--- src/rtl/au_seq_pkg.sv ---
// Shared types and sizing helpers for the digit-serial arithmetic units.
package au_seq_pkg;

  typedef enum logic [1:0] {
    IDLE = 2'd0,
    RUN  = 2'd1,
    DONE = 2'd2
  } au_state_e;

  function automatic int au_ceil_div(input int x, input int y);
    return (x + y - 1) / y;
  endfunction

  // Digit counter must be able to represent NDIG itself.
  function automatic int au_cnt_width(input int ndig);
    return $clog2(ndig + 1);
  endfunction

endpackage

--- src/rtl/au_addsub_digit.sv ---
// Combinational DIGIT-bit adder slice with carry in and carry out.
module au_addsub_digit #(
  parameter int DIGIT = 4
) (
  input  logic [DIGIT-1:0] x,
  input  logic [DIGIT-1:0] y,
  input  logic             cin,
  output logic [DIGIT-1:0] sum,
  output logic             cout
);

  always_comb begin
    {cout, sum} = {1'b0, x} + {1'b0, y} + (DIGIT + 1)'(cin);
  end

endmodule

--- src/rtl/au_addsub_seq.sv ---
// Digit-serial adder-subtractor: one DIGIT-bit slice per clock, LSB digit first,
// carry held in a register between digits.
module au_addsub_seq
  import au_seq_pkg::*;
#(
  parameter int WIDTH = 16,
  parameter int DIGIT = 4
) (
  input  logic             clk,
  input  logic             rst,
  input  logic             start,
  input  logic [WIDTH-1:0] a,
  input  logic [WIDTH-1:0] b,
  input  logic             ci,
  input  logic             add_sub,
  output logic             busy,
  output logic             done,
  output logic [WIDTH-1:0] s,
  output logic             co
);

  localparam int NDIG = au_ceil_div(WIDTH, DIGIT);
  localparam int PW   = NDIG * DIGIT;
  localparam int CW   = au_cnt_width(NDIG);
  localparam int REM  = WIDTH % DIGIT;
  localparam logic [CW-1:0] LAST_IDX = CW'(NDIG - 1);

  if (WIDTH < 1 || DIGIT < 1 || DIGIT > WIDTH) begin : g_bad_params
    $fatal(1, "au_addsub_seq: illegal WIDTH=%0d / DIGIT=%0d", WIDTH, DIGIT);
  end

  au_state_e        state_q, state_d;
  logic [PW-1:0]    a_q, a_d;
  logic [PW-1:0]    b_q, b_d;
  logic             carry_q, carry_d;
  logic             sub_q, sub_d;
  logic [CW-1:0]    idx_q, idx_d;
  logic [WIDTH-1:0] s_q, s_d;
  logic             co_q, co_d;
  logic             busy_q, busy_d;
  logic             done_q, done_d;

  logic [WIDTH-1:0] badj;
  logic [DIGIT-1:0] dsum;
  logic             dcout;
  logic             craw;

  au_addsub_digit #(.DIGIT(DIGIT)) u_digit (
    .x    (a_q[DIGIT-1:0]),
    .y    (b_q[DIGIT-1:0]),
    .cin  (carry_q),
    .sum  (dsum),
    .cout (dcout)
  );

  // With a partial last digit the carry out of bit WIDTH-1 lands inside the slice.
  if (REM == 0) begin : g_full_last
    assign craw = dcout;
  end else begin : g_part_last
    assign craw = dsum[REM];
  end

  assign badj = add_sub ? ~b : b;

  always_comb begin
    state_d = state_q;
    a_d     = a_q;
    b_d     = b_q;
    carry_d = carry_q;
    sub_d   = sub_q;
    idx_d   = idx_q;
    s_d     = s_q;
    co_d    = co_q;
    case (state_q)
      IDLE: begin
        if (start) begin
          a_d     = PW'(a);
          b_d     = PW'(badj);
          sub_d   = add_sub;
          carry_d = ci ^ add_sub;
          idx_d   = '0;
          state_d = RUN;
        end
      end
      RUN: begin
        // Operand registers shift down so the active digit is always at bit 0.
        a_d     = a_q >> DIGIT;
        b_d     = b_q >> DIGIT;
        carry_d = dcout;
        idx_d   = idx_q + CW'(1);
        for (int j = 0; j < WIDTH; j++) begin
          if (j / DIGIT == int'(idx_q)) s_d[j] = dsum[j % DIGIT];
        end
        if (idx_q == LAST_IDX) begin
          co_d    = craw ^ sub_q;
          state_d = DONE;
        end
      end
      DONE:    state_d = IDLE;
      default: state_d = IDLE;
    endcase
    busy_d = (state_d == RUN);
    done_d = (state_d == DONE);
  end

  always_ff @(posedge clk) begin
    if (rst) begin
      state_q <= IDLE;
      a_q     <= '0;
      b_q     <= '0;
      carry_q <= 1'b0;
      sub_q   <= 1'b0;
      idx_q   <= '0;
      s_q     <= '0;
      co_q    <= 1'b0;
      busy_q  <= 1'b0;
      done_q  <= 1'b0;
    end else begin
      state_q <= state_d;
      a_q     <= a_d;
      b_q     <= b_d;
      carry_q <= carry_d;
      sub_q   <= sub_d;
      idx_q   <= idx_d;
      s_q     <= s_d;
      co_q    <= co_d;
      busy_q  <= busy_d;
      done_q  <= done_d;
    end
  end

  assign busy = busy_q;
  assign done = done_q;
  assign s    = s_q;
  assign co   = co_q;

endmodule

--- config.mk ---
export PLATFORM = sky130hd
export DESIGN_NAME = au_addsub_seq
export DESIGN_NICKNAME = d
export VERILOG_FILES = /design/src/rtl/au_seq_pkg.sv /design/src/rtl/au_addsub_digit.sv /design/src/rtl/au_addsub_seq.sv
export SDC_FILE = /design/constraint.sdc
export NUM_CORES = 1
export LEC_CHECK = 0
export ABC_AREA = 1
export BUFFER_PORTS_ARGS = -buffer_cell sky130_fd_sc_hd__buf_2
export CORE_AREA = 2 2 74 76
export CTS_CLUSTER_DIAMETER = 80
export DETAILED_ROUTE_END_ITERATION = 8
export DIE_AREA = 0 0 76 78
export GPL_TIMING_DRIVEN = 0
export HOLD_SLACK_MARGIN = 0.06
export PLACE_DENSITY = 0.77
export SLEW_MARGIN = 15
export SYNTH_ARGS = -nofsm -noshare
export SYNTH_HDL_FRONTEND = slang
export SYNTH_SLANG_ARGS = --single-unit
--- constraint.sdc ---
create_clock -name clk -period 2.2 [get_ports clk]
set_input_delay 0.33 -clock clk [delete_from_list [all_inputs] [get_ports clk]]
set_output_delay 0.33 -clock clk [all_outputs]
set_load 0.01 [all_outputs]
==> impl_metrics.json, run 1 <==
{
  "wl_per_cell_um": 12.4,
  "slowest_stage": "fa_1",
  "drive_gt1_share_pct": 23.3,
  "ant_nets": 0,
  "tightestPinTransition_ns": 0.622,
  "grt_pass1_wl_mm": 10.4,
  "power_density_nw_per_um2": 806,
  "critPathTopFamily": "adder cells",
  "setup_viol": 0,
  "syn_inst": 351,
  "r2r-start": "a_q[0]$_SDFFE_PP0P_",
  "antenna_found_initial": 0,
  "clockRootBuffer": "clkbuf_8",
  "crit_buf_inv": 1,
  "diodes": 0,
  "drc_errors": 0,
  "drv_cap": 0,
  "yosysWarnings": 0,
  "yosys_most_used_dff": "dfxtp_1",
  "slew_headroom_pct": 58.5,
  "hold_class": "primary input to register",
  "utilization_pct": 64.8,
  "grt_pass1_vias": 2303,
  "numCtsBuffers": 9,
  "skew_ns": 0.00511,
  "slew_violations": 0,
  "vias": 2488,
  "vdd_drop_max_mv": 0.409,
  "drt-total-wl_mm": 6.08,
  "layout_commonest_cell": "nand2_1",
  "critPathKind": "register to register",
  "arrival_ns": 2.26,
  "fp.dieW_um": 76,
  "drtIter0Drc": 153,
  "critical_path.startpoint": "a_q[0]$_SDFFE_PP0P_",
  "clock-sinks": 58,
  "gp_congestion": 0.878,
  "timing.final.crit_share_pct": 90.5,
  "seq_area_frac_synth_pct": 43.1,
  "synth_top_area_share_pct": 43.1,
  "max_freq_ghz": 0.502,
  "grt-ovfl-total": 0,
  "htree_levels": 3,
  "start_util_pct": 53.4,
  "worst_path_most_repeated_cell": "fa_1",
  "timing.final.crit_period_ns": 1.99,
  "fin_nets": 463,
  "clk_latency_ns": 0.33,
  "crit_chain": "inv_1, fa_1, fa_1, xnor2_1, nand2_1, a21oi_1",
  "critPathLaunchType": "register",
  "grt_max_degree": 11,
  "dp_hpwl_mm": 4.43,
  "core_area_um2": 5040,
  "area_growth_syn_to_layout_pct": 21.4,
  "min-delay-start": "a[2]",
  "ys_ff_latch": 58,
  "status": "completed",
  "die_area_um2": 5930,
  "clk_pin_slew_worst_paths_ns": 0.06,
  "ctsHoldBuffers": 0,
  "die_h_um": 78,
  "synth_edf_count": 0,
  "synth_cell_types": 26,
  "synth_area_leaders": "dfxtp_1 (43%), a21oi_1 (12%), nand2_1 (9.3%), o21ai_0 (7.8%), xor2_1 (4.6%)",
  "fillerInstances": 465,
  "grtUsageTotal_pct": 22.1,
  "tritoncts": "done",
  "p_leak_nw": 1.53,
  "final-hold-violation-count": 0,
  "syn-num-nets": 398,
  "max_stage_delay_ns": 0.45,
  "cts_buffer_depth": 2,
  "rsz0062_at_grt": "false",
  "num_rows": 26,
  "fin_setup_tns_ns": 0,
  "worstPathRequired_ns": 2.47,
  "portBuffers": 54,
  "drt-pass1-iter-count": 4,
  "io_pins": 56,
  "postSynthAreaPerCell_um2": 7.67,
  "end_kind": "register",
  "synthArstFlopShare_pct": 0,
  "synth.largest_area_cell": "dfxtp_1",
  "layout_common_cells": "nand2_1 (67), a21oi_1 (65), buf_2 (62), dfxtp_1 (58), o21ai_0 (42)",
  "netlist_area_um2": 2690,
  "cts.repair.resized": 0,
  "cp_max_fo": 4,
  "post-cts-setup-buffers": 0,
  "vias_per_cell": 5.08
}
layout make-up:
type | instances | area (um^2) | share of cell area [%]
flip-flops and latches | 58 | 1160 | 35.5
plain buffers | 19 | 114 | 3.48
well taps | 70 | 87.6 | 2.68
multi-input cells | 249 | 1320 | 40.3
repair buffers | 54 | 270 | 8.27
inverters | 25 | 98.8 | 3.02
clock buffers | 13 | 159 | 4.86
clock inverters | 2 | 60.1 | 1.84
kinds of logic (layout without fill, tap and decap cells):
logic type	after synthesis	after routing	synth area share [%]
XOR/XNOR	15	15	4.88
AND/OR/NAND/NOR	111	111	17.3
flip-flops	58	58	43.1
AO/OA/AOI/OAI	113	113	21.6
adder cells (fa/ha/maj)	10	10	5.20
buffers and inverters	44	113	7.90
state kept, by name, summed over array words and instances, names as in the netlist:
| name | flops |
|---|---|
| a_q | 16 |
| b_q | 16 |
| s | 16 |
| idx_q | 3 |
| state_q | 2 |
| busy | 1 |
| carry_q | 1 |
| co | 1 |
| done | 1 |
| sub_q | 1 |
report_power, final:
part | total (mW) | switching, mW | internal, mW
combinational | 0.387 | 0.235 | 0.153
clock | 1.09 | 0.397 | 0.695
sequential | 1.16 | 0.0364 | 1.12
final timing paths:
| kind | cells after the start | to | slack (ns) |
|---|---|---|---|
| max | 6 | s[6]$_SDFFE_PP0P_ | 0.21 |
| min reg2reg | 2 | idx_q[2]$_SDFFE_PP0P_ | 0.46 |
| min | 3 | a_q[2]$_SDFFE_PP0P_ | 0.25 |
| max reg2reg | 6 | s[6]$_SDFFE_PP0P_ | 0.21 |
routing by layer:
layer	global-route usage [%]	share of wire [%]	routed length, um
met1	27.2	43	2620
met2	36.6	48	2930
met3	4.77	7.2	437
met4	11.1	1.5	91
met5	0	0	0
cell usage after synthesis (3+ instances only):
master,instances
a21oi_2,4
buf_6,3
xor2_1,14
nor2_1,22
buf_2,8
nand2_2,4
a21oi_1,65
clkbuf_1,3
ha_1,8
dfxtp_1,58
inv_1,23
nand2_1,67
nand3_1,12
o21ai_0,42
metrics by stage:
step | power [mW] | setup slack (ns) | instances | hold WS [ns] | cell area (um^2)
final | 2.64 | 0.209 | 490 | 0.245 | 3270
after global routing | 2.77 | 0.0965 | 490 | 0.237 | 3270
after CTS | 2.65 | 0.222 | 490 | 0.239 | 3270
after detailed placement | 1.56 | 0.265 | 475 | 0.453 | 3050
after global placement | 1.55 | 0.277 | 475 | 0.446 | 3050
after floorplan | 1.44 | 0.455 | 351 | 0.439 | 2690
tightest hold or removal path: cells and delay by family:
family                 cells  cell delay (ns)
AND/OR/NAND/NOR            1             0.05
AO/OA/AOI/OAI              1             0.05
buffers and inverters      1             0.10
(Power assumes the default switching activity.)
==> run 2: changes to the inputs <==
--- a/config.mk
+++ b/config.mk
@@ -7,13 +7,15 @@
 export LEC_CHECK = 0
 export ABC_AREA = 1
 export BUFFER_PORTS_ARGS = -buffer_cell sky130_fd_sc_hd__buf_2
-export CORE_AREA = 2 2 74 76
+export CELL_PAD_IN_SITES_DETAIL_PLACEMENT = 0
+export CELL_PAD_IN_SITES_GLOBAL_PLACEMENT = 1
+export CORE_AREA = 3 3 88 90
 export CTS_CLUSTER_DIAMETER = 80
 export DETAILED_ROUTE_END_ITERATION = 8
-export DIE_AREA = 0 0 76 78
+export DIE_AREA = 0 0 91 93
 export GPL_TIMING_DRIVEN = 0
 export HOLD_SLACK_MARGIN = 0.06
-export PLACE_DENSITY = 0.77
+export PLACE_DENSITY_LB_ADDON = 0.1
 export SLEW_MARGIN = 15
 export SYNTH_ARGS = -nofsm -noshare
 export SYNTH_HDL_FRONTEND = slang
==> run 2 against run 1 <==
  * Sequential power barely moved
  * Register-to-register slack improved by 0.06 ns
  * Largest power group unchanged
  * Fmax is 3.1% higher
  * Final cell count increased by 6.1%
==> impl_metrics.json, run 2 (synthesis gave the netlist of run 1 again) <==
{
  "status": "completed",
  "wl_per_cell_um": 13.5,
  "max_freq_ghz": 0.518,
  "crit_buf_inv": 1,
  "drt-pass1-iter-count": 4,
  "clock-sinks": 58,
  "diodes": 0,
  "core_area_um2": 7140,
  "dpl_cell_area_um2": 3090,
  "vdd_drop_max_mv": 0.271,
  "grt_max_degree": 11,
  "arrival_ns": 2.20,
  "timing.final.crit_share_pct": 87.8,
  "clockRootBuffer": "clkbuf_8",
  "p_leak_nw": 1.52,
  "layout_common_cells": "nand2_1 (67), a21oi_1 (65), buf_2 (62), dfxtp_1 (58), o21ai_0 (42)",
  "cp.depth": 6,
  "final-hold-violation-count": 0,
  "slew_violations": 0,
  "grtUsageTotal_pct": 17.6,
  "clk_pin_slew_worst_paths_ns": 0.07,
  "max_stage_delay_ns": 0.46,
  "layout_commonest_cell": "nand2_1",
  "p_int_mw": 1.77,
  "grt_pass1_wl_mm": 11.6,
  "multi_input_area_um2": 1330,
  "rsz0062_at_grt": "false",
  "critPathTopFamily": "adder cells",
  "worst_path_most_repeated_cell": "fa_1",
  "pwr-share-clk_pct": 36.8,
  "portBuffers": 54,
  "vias": 2428,
  "skew_ns": 0.00996,
  "cts_buffer_depth": 2,
  "grt-ovfl-total": 0,
  "crit_chain": "inv_1, fa_1, fa_1, xnor2_2, nand2_1, a21oi_1",
  "drtIter0Drc": 79,
  "dp_hpwl_mm": 5.11,
  "tightestPinTransition_ns": 0.627,
  "start_util_pct": 37.7,
  "timing.final.crit_period_ns": 1.93,
  "power_switching_uw": 691,
  "antenna_found_initial": 0,
  "slew_headroom_pct": 58.2,
  "area_growth_syn_to_layout_pct": 21.7,
  "power_density_nw_per_um2": 752,
  "cp_max_fo": 4,
  "ant_nets": 0,
  "numCtsBuffers": 9,
  "fp.dieW_um": 91,
  "tritoncts": "done",
  "grt_pass1_vias": 2314,
  "seq_power_share_pct": 46.8,
  "critPathKind": "register to register",
  "critPathLaunchType": "register",
  "fin_setup_tns_ns": 0,
  "hold_class": "primary input to register",
  "register_area_um2": 1160,
  "io_pins": 56,
  "design_area_um2": 3280,
  "htree_levels": 3,
  "post-cts-setup-buffers": 0,
  "setup_viol": 0,
  "combinationalPowerShare_pct": 16.4,
  "fin_nets": 463,
  "worstPathRequired_ns": 2.47,
  "gp_congestion": 0.756,
  "drc_errors": 0,
  "clk_latency_ns": 0.34,
  "ctsHoldBuffers": 0,
  "r2r_cells": 6,
  "p_sw_share_pct": 28.0,
  "drt-total-wl_mm": 7.01,
  "worstHoldPathCells": 3,
  "num_rows": 31,
  "end_kind": "register",
  "slowest_stage": "fa_1",
  "die_h_um": 93,
  "drive_gt1_share_pct": 23.8,
  "fillerInstances": 813,
  "vias_per_cell": 4.67,
  "drv_cap": 0,
  "die_area_um2": 8460
}
-- run 2: changes by cell type in the layout (fill, tap and decap cells not counted) --
cell and delta:
clkbuf_8 +1, xnor2_1 -1, xnor2_2 +1, bufinv_16 -2, clkinv_2 +2
-- run 2: final timing paths --
kind	endpoint	slack (ns)	start
hold / removal	a_q[0]$_SDFFE_PP0P_	0.24	a[0]
setup / recovery	s[10]$_SDFFE_PP0P_	0.27	a_q[0]$_SDFFE_PP0P_
setup reg to reg	s[10]$_SDFFE_PP0P_	0.27	a_q[0]$_SDFFE_PP0P_
hold reg to reg	idx_q[2]$_SDFFE_PP0P_	0.46	idx_q[2]$_SDFFE_PP0P_
-- run 2: layout make-up --
cell class / instances / area share (%)
multi-input cells: 249 / 40.5
flip-flops and latches: 58 / 35.4
repair buffers: 54 / 8.25
clock buffers: 14 / 5.27
well taps: 99 / 3.78
plain buffers: 19 / 3.47
inverters: 25 / 3.02
clock inverters: 2 / 0.305
-- run 2: worst reg2reg max path, stage by stage, from the launching register on --
cell and delay, ns:
dfxtp_1 0.32, inv_1 0.07, fa_1 0.46, fa_1 0.46, xnor2_2 0.31, nand2_1 0.10, a21oi_1 0.15
-- run 2: layer usage --
layer	GRT usage (%)	routed length, um	vias up
met4	6.41	109	0
li1	-	-	1285
met2	28.3	3210	57
met1	22.8	3340	1074
met3	4.51	353	12
met5	0	0	-
-- run 2: repair_timing --
action                                 4_1_cts  5_1_grt
setup endpoints to repair                    0        1
gates resized for setup                      0        1
endpoints found under the hold margin        0        0
-- run 2: per-stage QoR --
| stage | std cells | total power [mW] | utilization [%] | setup WS, ns | hold WS [ns] |
|---|---|---|---|---|---|
| final | 520 | 2.47 | 45.9 | 0.269 | 0.243 |
| after global routing | 520 | 2.62 | 45.9 | 0.119 | 0.237 |
| after global placement | 504 | 1.58 | 43.3 | 0.149 | 0.447 |
| after CTS | 520 | 2.49 | 45.8 | 0.0989 | 0.233 |
| after detailed placement | 504 | 1.58 | 43.3 | 0.115 | 0.452 |
| after floorplan | 351 | 1.44 | - | 0.455 | 0.439 |
-- run 2: power groups by stage --
stage / Clock [mW] / Combinational (mW) / Sequential (mW)
2_1_floorplan: 0 / 0.265 / 1.18
3_3_place_gp: 0 / 0.401 / 1.18
3_5_place_dp: 0 / 0.405 / 1.18
4_1_cts: 0.925 / 0.407 / 1.16
5_1_grt: 0.988 / 0.463 / 1.16
6_report: 0.906 / 0.404 / 1.16
==> run 3: changes to the inputs <==
--- a/config.mk
+++ b/config.mk
@@ -15,7 +15,7 @@
 export DIE_AREA = 0 0 91 93
 export GPL_TIMING_DRIVEN = 0
 export HOLD_SLACK_MARGIN = 0.06
-export PLACE_DENSITY_LB_ADDON = 0.1
+export PLACE_DENSITY = 0.87
 export SLEW_MARGIN = 15
 export SYNTH_ARGS = -nofsm -noshare
 export SYNTH_HDL_FRONTEND = slang
==> run 3 against run 2 <==
  * Worst hold slack improved by 0.00081 ns
  * Combinational power decreased by 2%
  * Clock-buffer cell count decreased by 2
  * Fmax decreased by 3.8%
  * Routed wire length decreased by 4.5%
  * Global-route usage decreased by 0.95 points
  * Utilization decreased by 0.070 points
  * Worst setup slack got worse by 0.077 ns
  * Register-to-register slack got worse by 0.08 ns
==> impl_metrics.json, run 3 (synthesis gave the netlist of run 1 again) <==
{
  "slew_headroom_pct": 59.1,
  "fin_setup_tns_ns": 0,
  "end_kind": "register",
  "power_density_nw_per_um2": 763,
  "slew_violations": 0,
  "worstPathRequired_ns": 2.47,
  "drtIter0Drc": 124,
  "clockRootBuffer": "clkbuf_8",
  "max_freq_ghz": 0.498,
  "p_int_mw": 1.82,
  "combinationalPowerShare_pct": 15.8,
  "core_area_um2": 7140,
  "grt_pass1_wl_mm": 11.2,
  "drc_errors": 0,
  "clock-sinks": 58,
  "final-hold-violation-count": 0,
  "seq_power_share_pct": 46.3,
  "p_sw_share_pct": 27.2,
  "setup_viol": 0,
  "ctsHoldBuffers": 0,
  "antenna_found_initial": 0,
  "r2r-start": "a_q[0]$_SDFFE_PP0P_",
  "num_rows": 31,
  "layout_common_cells": "nand2_1 (67), a21oi_1 (65), buf_2 (62), dfxtp_1 (58), o21ai_0 (42)",
  "skew_ns": 0.00774,
  "die_h_um": 93,
  "critPathLaunchType": "register",
  "vdd_drop_max_mv": 0.342,
  "clk_latency_ns": 0.33,
  "layout_setup_ws_ns": 0.192,
  "pwr-share-clk_pct": 37.8,
  "clk_pin_slew_worst_paths_ns": 0.06,
  "fillerInstances": 774,
  "die_area_um2": 8460,
  "status": "completed",
  "rsz0062_at_grt": "false",
  "hold_class": "primary input to register",
  "gp_congestion": 0.808,
  "layout_commonest_cell": "nand2_1",
  "arrival_ns": 2.27,
  "tritoncts": "done",
  "cts.repair.resized": 0,
  "drv_cap": 0,
  "io_pins": 56,
  "drt-total-wl_mm": 6.70,
  "timing.final.crit_period_ns": 2.01,
  "wl_per_cell_um": 12.9,
  "pre_cts_slack_ns": 0.182,
  "power_switching_uw": 678,
  "grtUsageTotal_pct": 16.6,
  "vias": 2487,
  "drt-pass1-iter-count": 4,
  "start_util_pct": 37.7,
  "diodes": 0,
  "p_leak_nw": 1.51,
  "fin_nets": 463,
  "htree_levels": 3,
  "fp.dieW_um": 91,
  "grt_max_degree": 11,
  "drive_gt1_share_pct": 23.3,
  "numCtsBuffers": 9,
  "cts_buffer_depth": 2,
  "cp_max_fo": 4,
  "post-cts-setup-buffers": 0,
  "vias_per_cell": 4.79,
  "grt_pass1_vias": 2388,
  "grt-ovfl-total": 0,
  "critPathKind": "register to register",
  "area_growth_syn_to_layout_pct": 21.5,
  "critical_path.startpoint": "a_q[0]$_SDFFE_PP0P_",
  "min-delay-start": "a[11]",
  "tightestPinTransition_ns": 0.614,
  "timing.final.crit_share_pct": 91.3,
  "dp_hpwl_mm": 4.97,
  "ant_nets": 0,
  "portBuffers": 54
}
-- run 3: path summary, 6_finish.rpt --
path,endpoint,slack (ns),cells after the start
min reg2reg,idx_q[2]$_SDFFE_PP0P_,0.46,2
max,s[2]$_SDFFE_PP0P_,0.19,6
max reg2reg,s[2]$_SDFFE_PP0P_,0.19,6
min,a_q[11]$_SDFFE_PP0P_,0.24,3
-- run 3: through the flow --
step | hold WS (ns) | power, mW | std cells | instance area [um^2] | util (%)
after global placement | 0.447 | 1.57 | 504 | 3090 | 43.3
after detailed placement | 0.452 | 1.58 | 504 | 3090 | 43.3
after floorplan | 0.439 | 1.44 | 351 | 2690 | -
after global routing | 0.231 | 2.63 | 519 | 3270 | 45.8
after CTS | 0.222 | 2.52 | 519 | 3270 | 45.8
final | 0.244 | 2.50 | 519 | 3270 | 45.8
-- run 3: layout make-up --
class | instances | area, um^2 | area share [%]
Buffer | 19 | 114 | 3.48
Clock buffer | 12 | 145 | 4.44
Clock inverter | 3 | 40.0 | 1.22
Inverter | 25 | 98.8 | 3.02
Multi-Input combinational cell | 249 | 1320 | 40.3
Sequential cell | 58 | 1160 | 35.5
Tap cell | 99 | 124 | 3.79
Timing Repair Buffer | 54 | 270 | 8.26
-- run 3: critical path, cell delays in order (launching register included) --
cell	delay, ns
dfxtp_1	0.34
inv_1	0.06
fa_1	0.47
fa_1	0.45
xnor2_1	0.37
nand2_1	0.10
a21oi_1	0.16
-- run 3: power by group through the flow --
stage	combinational, mW	sequential (mW)	clock [mW]
finish	0.395	1.16	0.944
global route	0.449	1.16	1.01
CTS	0.399	1.16	0.968
detailed placement	0.396	1.18	0
global placement	0.390	1.18	0
floorplan	0.265	1.18	0
-- run 3: per-layer routing --
layer / vias to the layer above / part of all wire (%) / global-route usage, %
li1: 1285 / - / -
met1: 1120 / 46 / 20.6
met2: 73 / 46 / 28.4
met3: 9 / 7.0 / 4.51
met4: 0 / 0.99 / 4.90
met5: - / 0 / 0
